--- src/rtl/tlul_pkg.sv ---
// Shared TL-UL definitions: opcodes, field widths, packed h2d/d2h bit offsets
// and the response entry carried through the adapter's response FIFO.
package tlul_pkg;

    localparam int TL_AW  = 32;
    localparam int TL_DW  = 32;
    localparam int TL_AIW = 8;
    localparam int TL_DIW = 1;
    localparam int TL_DUW = 16;
    localparam int TL_SZW = 2;

    localparam int TL_H2D_W = 102;
    localparam int TL_D2H_W = 68;

    typedef enum logic [2:0] {
        PutFullData    = 3'h0,
        PutPartialData = 3'h1,
        Get            = 3'h4
    } tl_a_op_e;

    typedef enum logic [2:0] {
        AccessAck     = 3'h0,
        AccessAckData = 3'h1
    } tl_d_op_e;

    localparam int H2D_A_VALID   = 101;
    localparam int H2D_A_OPCODE  = 98;
    localparam int H2D_A_PARAM   = 95;
    localparam int H2D_A_SIZE    = 93;
    localparam int H2D_A_SOURCE  = 85;
    localparam int H2D_A_ADDRESS = 53;
    localparam int H2D_A_MASK    = 49;
    localparam int H2D_A_DATA    = 17;
    localparam int H2D_A_USER    = 1;
    localparam int H2D_D_READY   = 0;

    localparam int D2H_D_VALID  = 67;
    localparam int D2H_D_OPCODE = 64;
    localparam int D2H_D_PARAM  = 61;
    localparam int D2H_D_SIZE   = 59;
    localparam int D2H_D_SOURCE = 51;
    localparam int D2H_D_SINK   = 50;
    localparam int D2H_D_DATA   = 18;
    localparam int D2H_D_USER   = 2;
    localparam int D2H_D_ERROR  = 1;
    localparam int D2H_A_READY  = 0;

    typedef struct packed {
        logic [2:0]        opcode;
        logic [TL_SZW-1:0] size;
        logic [TL_AIW-1:0] source;
        logic [TL_DW-1:0]  data;
        logic              error;
    } tl_rsp_t;

    // Byte lanes a request of the given size may touch at the given word offset.
    function automatic logic [3:0] tl_lane_mask(input logic [1:0] size, input logic [1:0] addrLo);
        logic [3:0] m;
        case (size)
            2'd0:    m = 4'b0001 << addrLo;
            2'd1:    m = addrLo[1] ? 4'b1100 : 4'b0011;
            default: m = 4'b1111;
        endcase
        return m;
    endfunction

endpackage

--- src/rtl/tlul_adapter_mem_rspfifo.sv ---
// In-order response FIFO for tlul_adapter_mem; the head entry is read straight
// from storage flops so the d channel carries no combinational input path.
module tlul_adapter_mem_rspfifo
    import tlul_pkg::*;
#(
    parameter int Depth = 2,
    localparam int CntW = $clog2(Depth + 1)
) (
    input  logic            clk_i,
    input  logic            rst_i,
    input  logic            push_i,
    input  tl_rsp_t         wdata_i,
    input  logic            pop_i,
    output logic            valid_o,
    output tl_rsp_t         rdata_o,
    output logic [CntW-1:0] count_o
);

    localparam int PtrW = (Depth > 1) ? $clog2(Depth) : 1;

    tl_rsp_t         storage_q [Depth];
    logic [PtrW-1:0] wrPtr_q, wrPtr_d;
    logic [PtrW-1:0] rdPtr_q, rdPtr_d;
    logic [CntW-1:0] count_q, count_d;
    logic            doPush, doPop;

    function automatic logic [PtrW-1:0] ptrInc(input logic [PtrW-1:0] p);
        return (p == PtrW'(Depth - 1)) ? '0 : p + 1'b1;
    endfunction

    // A push into a full FIFO is only taken when the head leaves in the same cycle.
    assign doPop  = pop_i && (count_q != '0);
    assign doPush = push_i && ((count_q != CntW'(Depth)) || doPop);

    always_comb begin
        wrPtr_d = doPush ? ptrInc(wrPtr_q) : wrPtr_q;
        rdPtr_d = doPop ? ptrInc(rdPtr_q) : rdPtr_q;
        count_d = count_q + CntW'(doPush) - CntW'(doPop);
    end

    always_ff @(posedge clk_i) begin
        if (rst_i) begin
            for (int i = 0; i < Depth; i++) begin
                storage_q[i] <= '0;
            end
            wrPtr_q <= '0;
            rdPtr_q <= '0;
            count_q <= '0;
        end else begin
            if (doPush) begin
                storage_q[wrPtr_q] <= wdata_i;
            end
            wrPtr_q <= wrPtr_d;
            rdPtr_q <= rdPtr_d;
            count_q <= count_d;
        end
    end

    assign valid_o = (count_q != '0);
    assign rdata_o = storage_q[rdPtr_q];
    assign count_o = count_q;

endmodule

--- src/rtl/tlul_adapter_mem.sv ---
// TL-UL device-side responder for a 1-cycle-latency single-port memory.
// Define TLUL_ADAPTER_MEM_RANGE_CHK_EN to reject addresses beyond the memory.
module tlul_adapter_mem
    import tlul_pkg::*;
#(
    parameter int MemAw       = 10,
    parameter int Outstanding = 2
) (
    input  logic                clk_i,
    input  logic                rst_i,
    input  logic [TL_H2D_W-1:0] tl_i,
    output logic [TL_D2H_W-1:0] tl_o,
    output logic                mem_req_o,
    output logic                mem_we_o,
    output logic [MemAw-1:0]    mem_addr_o,
    output logic [31:0]         mem_wdata_o,
    output logic [3:0]          mem_wmask_o,
    input  logic [31:0]         mem_rdata_i
);

    localparam int CntW = $clog2(Outstanding + 1);
    localparam logic [31:0] OutstandingU = Outstanding;

    logic              aValid;
    logic [2:0]        aOpcode;
    logic [TL_SZW-1:0] aSize;
    logic [TL_AIW-1:0] aSource;
    logic [TL_AW-1:0]  aAddress;
    logic [3:0]        aMask;
    logic [TL_DW-1:0]  aData;
    logic              dReady;
    logic              unusedTl;

    logic              aReady, accept, reqErr;
    logic [CntW-1:0]   fifoCount;
    logic              fifoValid, fifoPop;
    tl_rsp_t           rspIn, rspHead;

    logic              pipeValid_q, pipeValid_d;
    logic [TL_AIW-1:0] pipeSource_q, pipeSource_d;
    logic [TL_SZW-1:0] pipeSize_q, pipeSize_d;
    logic              pipeRead_q, pipeRead_d;
    logic              pipeErr_q, pipeErr_d;

    assign aValid   = tl_i[H2D_A_VALID];
    assign aOpcode  = tl_i[H2D_A_OPCODE +: 3];
    assign aSize    = tl_i[H2D_A_SIZE +: TL_SZW];
    assign aSource  = tl_i[H2D_A_SOURCE +: TL_AIW];
    assign aAddress = tl_i[H2D_A_ADDRESS +: TL_AW];
    assign aMask    = tl_i[H2D_A_MASK +: 4];
    assign aData    = tl_i[H2D_A_DATA +: TL_DW];
    assign dReady   = tl_i[H2D_D_READY];
    assign unusedTl = ^{tl_i[H2D_A_PARAM +: 3], tl_i[H2D_A_USER +: TL_DUW], aAddress[TL_AW-1:MemAw+2]};

    // Credits count the pipe stage too; a pop this cycle frees a slot only next cycle.
    assign aReady = !rst_i && ((32'(fifoCount) + 32'(pipeValid_q)) < OutstandingU);
    assign accept = aValid && aReady;

    always_comb begin
        reqErr = 1'b0;
        if (!(aOpcode == Get || aOpcode == PutFullData || aOpcode == PutPartialData)) begin
            reqErr = 1'b1;
        end
        if (aSize > 2'd2) begin
            reqErr = 1'b1;
        end
        if ((aSize == 2'd1 && aAddress[0]) || (aSize == 2'd2 && aAddress[1:0] != 2'b00)) begin
            reqErr = 1'b1;
        end
        if (aOpcode == PutFullData && aSize == 2'd2 && aMask != 4'hF) begin
            reqErr = 1'b1;
        end
        if ((aMask & ~tl_lane_mask(aSize, aAddress[1:0])) != 4'h0) begin
            reqErr = 1'b1;
        end
`ifdef TLUL_ADAPTER_MEM_RANGE_CHK_EN
        if (aAddress[TL_AW-1:MemAw+2] != '0) begin
            reqErr = 1'b1;
        end
`endif
    end

    assign mem_req_o   = accept && !reqErr;
    assign mem_we_o    = (aOpcode != Get);
    assign mem_addr_o  = aAddress[MemAw+1:2];
    assign mem_wdata_o = aData;
    assign mem_wmask_o = aMask;

    always_comb begin
        pipeValid_d  = accept;
        pipeSource_d = pipeSource_q;
        pipeSize_d   = pipeSize_q;
        pipeRead_d   = pipeRead_q;
        pipeErr_d    = pipeErr_q;
        if (accept) begin
            pipeSource_d = aSource;
            pipeSize_d   = aSize;
            pipeRead_d   = (aOpcode == Get);
            pipeErr_d    = reqErr;
        end
    end

    always_ff @(posedge clk_i) begin
        if (rst_i) begin
            pipeValid_q  <= 1'b0;
            pipeSource_q <= '0;
            pipeSize_q   <= '0;
            pipeRead_q   <= 1'b0;
            pipeErr_q    <= 1'b0;
        end else begin
            pipeValid_q  <= pipeValid_d;
            pipeSource_q <= pipeSource_d;
            pipeSize_q   <= pipeSize_d;
            pipeRead_q   <= pipeRead_d;
            pipeErr_q    <= pipeErr_d;
        end
    end

    // Read data arrives the cycle after the request, exactly while the pipe stage is valid.
    always_comb begin
        rspIn.opcode = pipeRead_q ? AccessAckData : AccessAck;
        rspIn.size   = pipeSize_q;
        rspIn.source = pipeSource_q;
        rspIn.error  = pipeErr_q;
        if (!pipeRead_q) begin
            rspIn.data = '0;
        end else if (pipeErr_q) begin
            rspIn.data = '1;
        end else begin
            rspIn.data = mem_rdata_i;
        end
    end

    assign fifoPop = fifoValid && dReady;

    tlul_adapter_mem_rspfifo #(
        .Depth (Outstanding)
    ) u_rspfifo (
        .clk_i   (clk_i),
        .rst_i   (rst_i),
        .push_i  (pipeValid_q),
        .wdata_i (rspIn),
        .pop_i   (fifoPop),
        .valid_o (fifoValid),
        .rdata_o (rspHead),
        .count_o (fifoCount)
    );

    always_comb begin
        tl_o = '0;
        tl_o[D2H_A_READY] = aReady;
        if (fifoValid) begin
            tl_o[D2H_D_VALID]              = 1'b1;
            tl_o[D2H_D_OPCODE +: 3]        = rspHead.opcode;
            tl_o[D2H_D_SIZE +: TL_SZW]     = rspHead.size;
            tl_o[D2H_D_SOURCE +: TL_AIW]   = rspHead.source;
            tl_o[D2H_D_DATA +: TL_DW]      = rspHead.data;
            tl_o[D2H_D_ERROR]              = rspHead.error;
        end
    end

endmodule

--- config.mk ---
export PLATFORM = sky130hd
export DESIGN_NAME = tlul_adapter_mem
export DESIGN_NICKNAME = d
export VERILOG_FILES = /design/src/rtl/tlul_pkg.sv /design/src/rtl/tlul_adapter_mem_rspfifo.sv /design/src/rtl/tlul_adapter_mem.sv
export SDC_FILE = /design/constraint.sdc
export NUM_CORES = 1
export LEC_CHECK = 0
export BUFFER_PORTS_ARGS = -buffer_cell sky130_fd_sc_hd__buf_4
export CAP_MARGIN = 20
export CORE_AREA = 2 2 135 98
export CTS_BUF_LIST = sky130_fd_sc_hd__clkbuf_2
export CTS_CLUSTER_SIZE = 16
export DETAILED_ROUTE_END_ITERATION = 10
export DIE_AREA = 0 0 137 100
export PLACE_DENSITY = 0.78
export SYNTH_ARGS = -nofsm -noshare
export SYNTH_HDL_FRONTEND = slang
export SYNTH_SLANG_ARGS = --single-unit
--- constraint.sdc ---
create_clock -name clk_i -period 3.5 [get_ports clk_i]
set_input_delay 0.7 -clock clk_i [delete_from_list [all_inputs] [get_ports clk_i]]
set_output_delay 0.7 -clock clk_i [all_outputs]
set_load 0.01 [all_outputs]
==> reports/metrics.yaml <==
place:
  dpl.hpwl_um: 6820
  place_inst: 697
  postPlaceCellArea_mm2: 0.00576
  io_buffers: 106
  place_congestion: 0.768
floorplan:
  coreArea_mm2: 0.0126
  fp.dieArea_mm2: 0.0137
  die_w_um: 137
  ios: 252
  start_util_pct: 41.3
  rows: 35
  die_h_um: 100
synth:
  synth_cells: 492
  yosys-top-cells-count: "nor2_1, edfxtp_1, buf_4"
  ys_types: 36
  avgSynthCellArea_um2: 10.6
  synth_area_leaders: "edfxtp_1, nor2_1, buf_4"
  synth_edf_count: 88
  mappedNetlistArea_mm2: 0.00521
  ys_seq_elements: 106
  synth_ff_type: "edfxtp_1"
  ys_warn_count: 0
  synth_most_common_cell: "nor2_1"
  yosysSeqAreaShare_pct: 57.6
  yosysTopAreaCellShare_pct: 50.7
  synth_top_area_cell: "edfxtp_1"
  async_flop_share_pct: 0
pwr:
  internal-power_mw: 2.17
  leakage_nw: 2.45
  p_sw_mw: 1.13
  ir_drop_uv: 471
  powerDensity_mw_per_mm2: 559
  pwr-share-seq_pct: 48.8
  power.share.clock_pct: 18.2
  finalPower_mw: 3.30
  switching_share_pct: 34.1
  comb_power_share_pct: 33.0
global_routing:
  groute.usage.overall_pct: 15.1
  grt_pass1_wl_um: 15900
  overflow: 0
  grt_pass1_vias: 3237
  grt_max_degree: 45
  antenna_found_initial: 0
finish:
  final_core_util_pct: 46.8
  drive_gt1_share_pct: 25.5
  synthToLayoutAreaGrowth_pct: 13.3
  fin_area_mm2: 0.00590
  diodes: 0
  layoutNonFillerInstCount: 714
  nets: 681
clocking:
  clk_latency_ns: 0.58
  cts.sinks: 106
  tritoncts: "yes"
  cts_buffers: 9
  post_cts_buffers: 0
  cts_root_buffer: "clkbuf_2"
  cts_resized: 0
  clock_path_buffers: 2
  htreeDepth: 3
  clkTransAtPathRegs_ns: 0.29
  ctsHoldBuffers: 0
run:
  max_cap_viol_count: 0
sta:
  relSlewSlack_pct: 41.8
  rsz0062_at_grt: "no"
  slew_violations: 0
  post-route-period-util_pct: 82.7
  finalHoldViolations: 0
  setup_tns_ns: 0
  setup_viol: 0
  finClkSkew_ns: 0.0293
  tightestPinTransition_ns: 0.871
  fmax_mhz: 346
  period_minus_slack_ns: 2.89
critical_path:
  cp_data_required_time_ns: 2.80
  cpPeakStageDelay_ns: 0.85
  worstPathMaxFanout: 24
  path_class: "flip-flop to primary output"
  path_cells: "buf_12, mux2i_1, nor2_1, buf_4"
  end_kind: "primary output"
  cp_data_arrival_time_ns: 2.19
  cp-start-kind: "flip-flop"
  cpMaxStageDelayCell: "dfxtp_2"
routing:
  wirelength_um: 10300
  avgViaCountPerCell: 4.72
  first_pass_iters: 4
  via_count: 3372
  drt_iter0_drc: 148
  ant_nets: 0
  drt-wirelength-per-cell_um: 14.4
  remaining_drc_errors: 0
hold_path:
  hp-class: "input port to flip-flop"
run_status:
  run_status: "completed"
## final cells by class
type	count	area, um2
clock buffers	9	45.0
clock inverters	7	81.3
fillers	1194	6710
inverters	8	30.0
multi-input cells	304	1640
flip-flops and latches	106	3000
well taps	166	208
repair buffers	114	893
## critical path: cells and delay by family, from the launching register on
family | cells | cell delay [ns]
mux | 1 | 0.22
flops | 1 | 0.85
buf+inv | 2 | 0.46
simple gates | 1 | 0.08
## kinds of logic after synthesis
| kind of cell | share of synthesized area (%) |
|---|---|
| other | 0.0720 |
| AND/OR/NAND/NOR | 17.4 |
| multiplexers | 8.45 |
| flip-flops | 57.6 |
| adder cells (fa/ha/maj) | 0.480 |
| AO/OA/AOI/OAI | 2.55 |
| XOR/XNOR | 0.673 |
| buffers and inverters | 12.8 |
## power groups by stage
| stage | registers, mW | logic [mW] | clock network (mW) |
|---|---|---|---|
| 2_1_floorplan | 1.56 | 0.772 | 0 |
| 3_3_place_gp | 1.63 | 1.09 | 0 |
| 3_5_place_dp | 1.65 | 1.11 | 0 |
| 4_1_cts | 1.62 | 1.11 | 0.622 |
| 5_1_grt | 1.63 | 1.20 | 0.668 |
| 6_report | 1.61 | 1.09 | 0.600 |
## flip-flops by register name, summed over array words and instances (netlist names), 2 cells and up, named ones only
register / count
u_rspfifo.storage_q: 88
pipeSource_q: 8
pipeSize_q: 2
u_rspfifo.count_o: 2
## routing by layer
layer / routed length, um / part of all wire, % / track usage [%] / up-vias
li1: - / - / - / 1647
met1: 4390 / 43 / 18.8 / 1585
met2: 4960 / 48 / 25.6 / 113
met3: 745 / 7.3 / 4.39 / 27
met4: 166 / 1.6 / 4.52 / 0
met5: 0 / 0 / 0 / -
## stage by stage
| stage | hold slack, ns | setup WS [ns] |
|---|---|---|
| 6_report | 0.317 | 0.607 |
| 5_1_grt | 0.231 | 0.418 |
| 4_1_cts | 0.262 | 0.522 |
| 3_5_place_dp | 0.458 | 0.715 |
| 3_3_place_gp | 0.451 | 0.768 |
| 2_1_floorplan | 0.440 | 0.0295 |
## worst paths after layout
kind,from,to,slack (ns),depth (start not counted)
worst min-delay path,tl_i[92],pipeSource_q[7],0.32,3
worst max-delay path,flip-flop,tl_o[49],0.61,4
worst max register to register,u_rspfifo.count_o[1],u_rspfifo.storage_q[1][10],1.39,4
worst min register to register,pipeSource_q[0],pipeSource_q[0],0.49,2
## cells in the final DEF, fill, tap and decap left out, drive strengths merged, types with 2 or more instances in the layout
| cell | instances |
|---|---|
| clkbuf | 9 |
| and2 | 23 |
| dfxtp | 18 |
| xor2 | 2 |
| mux2i | 44 |
| nor2 | 149 |
| nand2 | 25 |
| o21ai | 3 |
| nor3b | 2 |
| xnor2 | 2 |
| edfxtp | 88 |
| buf | 114 |
| nor4b | 2 |
| conb | 22 |
| inv | 13 |
| ha | 2 |
| a21oi | 12 |
Power figures use the tool's default switching activity.
